--- src/rtl/round_controller.sv ---
// round_controller: sequences one two-player code-game round (P1 writes codes, P2 replays guesses).
// Defining TURN_TIMEOUT_EN builds a per-guess time limit; otherwise timeout is held at 0.
module round_controller #(
    parameter int unsigned DATA_W         = 10,
    parameter int unsigned ADDR_W         = 5,
    parameter int unsigned DEPTH          = 32,
    parameter int unsigned TIMEOUT_CYCLES = 50000000
) (
    input  logic              clock,
    input  logic              reset,
    input  logic              start,
    input  logic              next_pulse,
    input  logic              done_pulse,
    input  logic [DATA_W-1:0] p1_value,
    input  logic [DATA_W-1:0] p2_value,
    input  logic [DATA_W-1:0] ram_q,
    output logic [ADDR_W-1:0] ram_addr,
    output logic [DATA_W-1:0] ram_data,
    output logic              ram_wren,
    output logic              p1_active,
    output logic              p2_active,
    output logic [2:0]        state,
    output logic [ADDR_W:0]   code_count,
    output logic [ADDR_W:0]   score,
    output logic              last_correct,
    output logic              round_done,
    output logic              timeout
);

    localparam int unsigned CNT_W = ADDR_W + 1;

    typedef enum logic [2:0] {
        IDLE     = 3'd0,
        P1_ENTRY = 3'd1,
        P2_FETCH = 3'd2,
        P2_WAIT  = 3'd3,
        P2_GUESS = 3'd4,
        RESULT   = 3'd5
    } state_t;

    state_t              state_q, state_d;
    logic [ADDR_W-1:0]   ram_addr_q, ram_addr_d;
    logic [DATA_W-1:0]   ram_data_q, ram_data_d;
    logic                ram_wren_q, ram_wren_d;
    logic [CNT_W-1:0]    code_count_q, code_count_d;
    logic [CNT_W-1:0]    score_q, score_d;
    logic                last_correct_q, last_correct_d;
    logic [CNT_W-1:0]    rd_idx_q, rd_idx_d;
    logic [DATA_W-1:0]   expected_q, expected_d;
    logic                timeout_q, timeout_d;
    logic                to_hit;

`ifdef TURN_TIMEOUT_EN
    localparam int unsigned TO_W = (TIMEOUT_CYCLES > 2) ? $clog2(TIMEOUT_CYCLES) : 1;

    logic [TO_W-1:0] to_cnt_q, to_cnt_d;

    // Guess timer: zeroed on the way into P2_GUESS, counts every cycle spent there.
    always_comb begin
        to_cnt_d = to_cnt_q;
        if (state_q == P2_WAIT) begin
            to_cnt_d = '0;
        end else if (state_q == P2_GUESS) begin
            to_cnt_d = to_cnt_q + TO_W'(1);
        end
    end

    always_ff @(posedge clock) begin
        if (reset) begin
            to_cnt_q <= '0;
        end else begin
            to_cnt_q <= to_cnt_d;
        end
    end

    // A real guess on the expiry edge takes precedence over the timeout.
    assign to_hit = (state_q == P2_GUESS) && (to_cnt_q == TO_W'(TIMEOUT_CYCLES - 1))
                    && !next_pulse;
`else
    logic unused_timeout_cfg;

    assign to_hit             = 1'b0;
    assign unused_timeout_cfg = (TIMEOUT_CYCLES != 0);
`endif

    always_ff @(posedge clock) begin
        if (reset) begin
            state_q        <= IDLE;
            ram_addr_q     <= '0;
            ram_data_q     <= '0;
            ram_wren_q     <= 1'b0;
            code_count_q   <= '0;
            score_q        <= '0;
            last_correct_q <= 1'b0;
            rd_idx_q       <= '0;
            expected_q     <= '0;
            timeout_q      <= 1'b0;
        end else begin
            state_q        <= state_d;
            ram_addr_q     <= ram_addr_d;
            ram_data_q     <= ram_data_d;
            ram_wren_q     <= ram_wren_d;
            code_count_q   <= code_count_d;
            score_q        <= score_d;
            last_correct_q <= last_correct_d;
            rd_idx_q       <= rd_idx_d;
            expected_q     <= expected_d;
            timeout_q      <= timeout_d;
        end
    end

    always_comb begin
        state_d        = state_q;
        ram_addr_d     = ram_addr_q;
        ram_data_d     = ram_data_q;
        ram_wren_d     = 1'b0;
        code_count_d   = code_count_q;
        score_d        = score_q;
        last_correct_d = last_correct_q;
        rd_idx_d       = rd_idx_q;
        expected_d     = expected_q;
        timeout_d      = 1'b0;

        case (state_q)
            IDLE, RESULT: begin
                if (start) begin
                    state_d        = P1_ENTRY;
                    code_count_d   = '0;
                    score_d        = '0;
                    last_correct_d = 1'b0;
                    rd_idx_d       = '0;
                end
            end
            P1_ENTRY: begin
                if (next_pulse && (code_count_q < CNT_W'(DEPTH))) begin
                    ram_addr_d   = ADDR_W'(code_count_q);
                    ram_data_d   = p1_value;
                    ram_wren_d   = 1'b1;
                    code_count_d = code_count_q + CNT_W'(1);
                end
                // A simultaneous next_pulse guarantees at least one code even from empty.
                if (done_pulse && ((code_count_q != '0) || next_pulse)) begin
                    state_d  = P2_FETCH;
                    rd_idx_d = '0;
                end
            end
            P2_FETCH: begin
                ram_addr_d = ADDR_W'(rd_idx_q);
                state_d    = P2_WAIT;
            end
            P2_WAIT: begin
                expected_d = ram_q;
                state_d    = P2_GUESS;
            end
            P2_GUESS: begin
                if (next_pulse || to_hit) begin
                    if (next_pulse) begin
                        last_correct_d = (p2_value == expected_q);
                        if ((p2_value == expected_q) && (score_q < code_count_q)) begin
                            score_d = score_q + CNT_W'(1);
                        end
                    end else begin
                        last_correct_d = 1'b0;
                        timeout_d      = 1'b1;
                    end
                    rd_idx_d = rd_idx_q + CNT_W'(1);
                    if ((rd_idx_d == code_count_q) || done_pulse) begin
                        state_d = RESULT;
                    end else begin
                        state_d = P2_FETCH;
                    end
                end else if (done_pulse) begin
                    state_d = RESULT;
                end
            end
            default: begin
                state_d = IDLE;
            end
        endcase
    end

    assign ram_addr     = ram_addr_q;
    assign ram_data     = ram_data_q;
    assign ram_wren     = ram_wren_q;
    assign p1_active    = (state_q == P1_ENTRY);
    assign p2_active    = (state_q == P2_GUESS);
    assign state        = state_q;
    assign code_count   = code_count_q;
    assign score        = score_q;
    assign last_correct = last_correct_q;
    assign round_done   = (state_q == RESULT);
    assign timeout      = timeout_q;

endmodule

--- config.mk ---
export PLATFORM = sky130hd
export DESIGN_NAME = round_controller
export DESIGN_NICKNAME = d
export VERILOG_FILES = /design/src/rtl/round_controller.sv
export SDC_FILE = /design/constraint.sdc
export NUM_CORES = 1
export LEC_CHECK = 0
export CAP_MARGIN = 20
export CORE_ASPECT_RATIO = 1.2
export CORE_MARGIN = 10
export CORE_UTILIZATION = 48
export DETAILED_ROUTE_END_ITERATION = 16
export PLACE_DENSITY = 0.9
export SLEW_MARGIN = 0
export SYNTH_ARGS = -nofsm -noshare
export SYNTH_HDL_FRONTEND = slang
export SYNTH_SLANG_ARGS = --single-unit
export TNS_END_PERCENT = 50
--- constraint.sdc ---
create_clock -name clock -period 2.1 [get_ports clock]
set_input_delay 0.42 -clock clock [delete_from_list [all_inputs] [get_ports clock]]
set_output_delay 0.42 -clock clock [all_outputs]
set_load 0.05 [all_outputs]
---- Word-level counts from Yosys, hierarchy flattened ----
Cells that the tools add are included.
storage, ports and cells
  register bits after elaboration ......... 48
  input bits .............................. 35
  output and inout port bits .............. 36
  logic and storage cells ................. 69
cells by class
  $add $sub $neg .......................... 3
  $lt $le $gt $ge ......................... 2
  eq/ne operators ......................... 13
  mux-type cells .......................... 21
  bitwise operators ....................... 1
  reductions and logical operators ........ 20
operator list
  operator                                                               count
  6-bit two-way mux                                                      6
  6-bit one-hot mux with 2 select lines                                  2
  6-bit by 1-bit adder with 6-bit output, second input constant          3
  6-bit one-hot mux with 3 select lines                                  1
  3-bit two-way mux                                                      5
  3-bit one-hot mux with 5 select lines                                  1
  10-bit equality test                                                   1
  5-bit one-hot mux with 2 select lines                                  1
  3-bit AND reduction                                                    3
  4-bit AND reduction                                                    2
  3-bit by 2-bit equality test with 1-bit output, second input constant  2
  3-bit equality test, second input constant                             2
  6-bit equality test                                                    1
  6-bit < comparator                                                     1
  6-bit < comparator, second input constant                              1
  2-bit by 1-bit != test with 1-bit output, second input constant        3
  2-bit nonzero test                                                     3
  6-bit nonzero test                                                     1
  5-bit two-way mux                                                      1
  2-bit != test, second input constant                                   2
  2-bit AND reduction                                                    2
  2-bit OR reduction                                                     2
  3-bit by 1-bit equality test with 1-bit output, second input constant  1
  1-bit logical AND                                                      3
  other kinds (7)                                                        10

---- Logic depth before layout (Yosys ltp) ----
  word-level depth ........................ 6
  depth in mapped cells ................... 8
  mapped depth without buffers ............ 7

---- Worst setup path before layout ----
Ideal clock, no wire load.
  kind .................................... reg-to-reg
  from .................................... reg state_q[0] (netlist: state[0])
  to ...................................... reg ram_data_q[1] (netlist: ram_data[1])
  library setup time ...................... 0.070 ns
  arrival ................................. 2.494 ns
  required time ........................... 2.030 ns
  slack ................................... -0.464 ns
  cell stages (with the launch flop) ...... 9
  buffers on the path ..................... 3
  period minus slack after synthesis ...... 2.564 ns
  cell sequence ........................... dfxtp_1 > buf_6 > nand2b_1 > nor2_1 > and3_1 > clkbuf_1 > clkbuf_1 > nand2_1 > a21oi_1
on the way
  word-level cells in the longest chain between the ends .. 2
RTL lines
  item                                            RTL line  text
  start, declared                                 41        state_t state_q, state_d;
  start signal, assigned                          99        state_q <= state_d;
  3-bit by 1-bit equality test with 1-bit output  -
  net p1_active                                   20        output logic p1_active,
  2-bit AND reduction (no source line)            -
  end signal, assigned                            101       ram_data_q <= ram_data_d;
  end, declared                                   43        logic [DATA_W-1:0] ram_data_q, ram_data_d;
The timed path passes the listed nets, and every way through them passes these cells.
A chain may end at the register's enable or synchronous reset.

---- Worst setup path in the final report ----
  from .................................... reg code_count_q[0] (netlist: code_count[0])
  to ...................................... out code_count[0]
RTL lines
  item                    RTL line  text
  start, declared         45        logic [CNT_W-1:0] code_count_q, code_count_d;
  start signal, assigned  103       code_count_q <= code_count_d;
  end, declared           23        output logic [ADDR_W:0] code_count,
No word-level cell between the ends.

==> flow_summary.yaml <==
outcome:
  outcome: "complete, no violations"
pwr:
  internal-power_mw: 1.67
  power.share.switching: 0.348
  p_sw_uw: 889
  share_comb_of_total_power: 0.339
  total_leakage_power_nw: 1.39
  peakVddDrop_mv: 0.431
  clock_power_frac: 0.272
  seq_power_share: 0.388
  totalPowerFinal_mw: 2.56
  powerDensity_nw_per_um2: 704
floorplan:
  design.core.area_sq_um: 5300
  die_width_um: 87.3
  die_area_sq_um: 8800
  floorplan.initialDensity: 0.493
  top_level_ports: 71
  floorplan.die.height_um: 101
  num_rows: 29
detailed_routing:
  top_layer: "met4"
  drtPass1Iterations: 4
  dr_wl_met2_um: 3880
  postRouteWirelength_um: 7390
  drtIter0Drc: 198
  routed-wl-met3_um: 564
  detail_route.drc_violations: 0
  wl_per_cell_um: 16.0
  detail_route.vias_per_cell: 5.46
  wl_met1_um: 2830
  num_vias: 2523
  drtAntennaViolNets: 0
worst_setup_path:
  rrSetupSlack_ns: 0.14
  worstSetupEndpointType: "output pin"
  critical-path-max-stage-delay_ns: 0.82
  regToRegStartpoint: "code_count[1]$_SDFFE_PP0P_"
  startpoint_of_the_worst_setup_timing_path: "code_count[0]$_SDFFE_PP0P_"
  cp_slowest_cell: "clkdlybuf4s50_1"
  worst_r2r_path_depth: 8
  timing.critical_path.required_ns: 1.68
  critPathArrivalTime_ns: 1.63
  critical_path.max_fanout: 7
  cp-start-kind: "flop"
  timing.critical_path.cells: "buf_4 -> clkdlybuf4s50_1"
  criticalPathCategory: "flop to output pin"
final_layout:
  filler_cell_count: 419
  final_nets: 443
  antenna-diode-count: 0
  final_layout_size_suffix_gt1_frac: 0.148
  flow.area_growth_from_synthesis_pct: 39.1
  final_core_util: 0.686
global_route:
  maximum_number_of_pins_on_one_net_before_global_route_repair: 34
  antenna_found_initial: 0
  vias_in_the_first_global_route: 2534
  grt_first_pass_wirelength_um: 11800
  congestion_overflow_gr: 0
  grt_resource_usage_total: 0.163
cts:
  cts_root_buf: "clkbuf_8"
  cts_buffer_depth: 2
  clock_latency_ns: 0.31
  h_tree_level_count: 2
  cts-hold-fix-buffers: 0
  number_of_clock_sinks: 48
  cts_buffers: 5
  tritoncts: "built"
  clk_pin_slew_worst_setup_hold_paths_ns: 0.09
timing:
  fin_skew_ns: 0.00698
  finalCriticalPeriod_ns: 2.05
  rsz_0062_raised_after_global_routing: "true"
  finalSetupViolCount: 0
  max-slew-margin-rel: 0.648
  final_hold_violation_count: 0
  max_freq_ghz: 0.488
  worst-slew-pin-transition_ns: 0.526
  period_share: 0.976
  final_max_slew_viol_count: 0
synthesis:
  count_of_synthesis_stage_warnings_from_yosys: 0
  netlist_area_sq_um: 2610
  postSynthNetCount: 364
  synth-async-reset-ratio: 0
  synth_edf_count: 0
  synth_top_area_share: 0.368
  yosysSeqAreaShare: 0.368
  yosysTopAreaCell: "dfxtp_1"
  synth.ff_latch_count: 48
  biggest_area_contributors_in_the_synthesized_netlist: "dfxtp_1, nand2_1, a21oi_1, xor2_1, ha_1"
  yosys-top-cells-count: "nand2_1, dfxtp_1, a21oi_1, nor2_1, xor2_1"
  syn_avg_cell_area_sq_um: 8.16
  synthDistinctLibCells: 55
  synth-main-ff-cell: "dfxtp_1"
  synth_cells: 320
  synth.most_common_cell: "nand2_1"
worst_hold_path:
  min_path_type: "flop to flop"
  hold-path-cell-count: 2
  timing.hold.worst.start: "ram_data[4]$_SDFFE_PP0P_"
place:
  dp.final_hpwl_um: 5560
  io_buffers: 69
  gp_routability_congestion: 0.839
flow_run:
  drv.max_cap_violation_count: 0
kinds of logic (layout without fill, tap and decap cells):
kind of cell    Yosys count  in the layout  synth area share
compound gates           58             58             0.150
xor+xnor                 26             26            0.0872
fa+ha+maj                 9              9            0.0431
buf+inv                  31            111            0.0513
flops                    48             48             0.368
mux                       8              8            0.0316
other cells               1              1           0.00144
simple gates            139            139             0.267
repair_timing:
action,in CTS,in global routing
gates resized for setup,0,5
setup endpoints to repair,0,13
endpoints found under the hold margin,0,0
buffers inserted,0,0
stage by stage:
step           instance area [sq um]  setup WS, ns  setup TNS (ns)  std cells  hold WS [ns]
3_3_place_gp                    3500        -0.164           -1.42        454         0.442
5_1_grt                         3630       -0.0358         -0.0411        462         0.494
2_1_floorplan                   2620        -0.145          -0.873        320         0.448
4_1_cts                         3610        0.0339               0        462         0.463
3_5_place_dp                    3500        -0.233           -2.40        454         0.449
6_report                        3630        0.0503               0        462         0.464
worst max-delay path: cells and delay by family (launching register included):
kind	cells	cell delay (ns)
buf+inv	2	0.98
flops	1	0.34
metal layers:
metal / GRT usage / vias to the layer above
li1: - / 1258
met1: 0.179 / 1178
met2: 0.284 / 76
met3: 0.0526 / 11
met4: 0.0528 / 0
met5: 0 / -
area by class of cell:
class	instances	area (sq um)	area share
clock buffers	5	68.8	0.0189
clock inverters	3	47.5	0.0131
inverters	12	45.0	0.0124
multi-input cells	241	1540	0.423
flip-flops and latches	48	965	0.266
well taps	62	77.6	0.0214
repair buffers	91	891	0.245
flip-flops by register name, indices dropped and copies added, names as in the netlist:
name          cells
ram_wren          1
score             6
code_count        6
ram_data         10
expected_q       10
state             3
rd_idx_q          6
ram_addr          5
last_correct      1
cells in the final DEF (no fill, tap or decap), types with 3 or more instances in the layout:
cell and count:
dfxtp_1 45, inv_1 10, ha_1 9, a211oi_1 3, nand3_1 8, a21oi_1 29, clkbuf_8 5, dfxtp_2 3
nand2_1 67, nor3_1 7, xor2_1 14, nor2b_1 3, nor2_1 18, nand2b_1 10, buf_12 4, mux2i_1 6
nor4_2 4, a311oi_1 7, clkdlybuf4s50_1 59, buf_4 26, xnor2_1 12, and3_1 4
worst paths after layout:
| check | end |
|---|---|
| worst max-delay path | code_count[0] |
| worst max register to register | rd_idx_q[0]$_SDFFE_PP0P_ |
| worst min register to register | ram_data[4]$_SDFFE_PP0P_ |
| worst min-delay path | ram_data[4]$_SDFFE_PP0P_ |
power groups by stage:
stage	Sequential [mW]	Clock [mW]	Combinational, mW
floorplan	1.18	0	0.371
global placement	1.01	0	0.838
detailed placement	1.02	0	0.853
CTS	0.994	0.701	0.861
global route	0.999	0.738	0.929
finish	0.994	0.697	0.868
No activity file was read; power rests on OpenSTA's default activity.
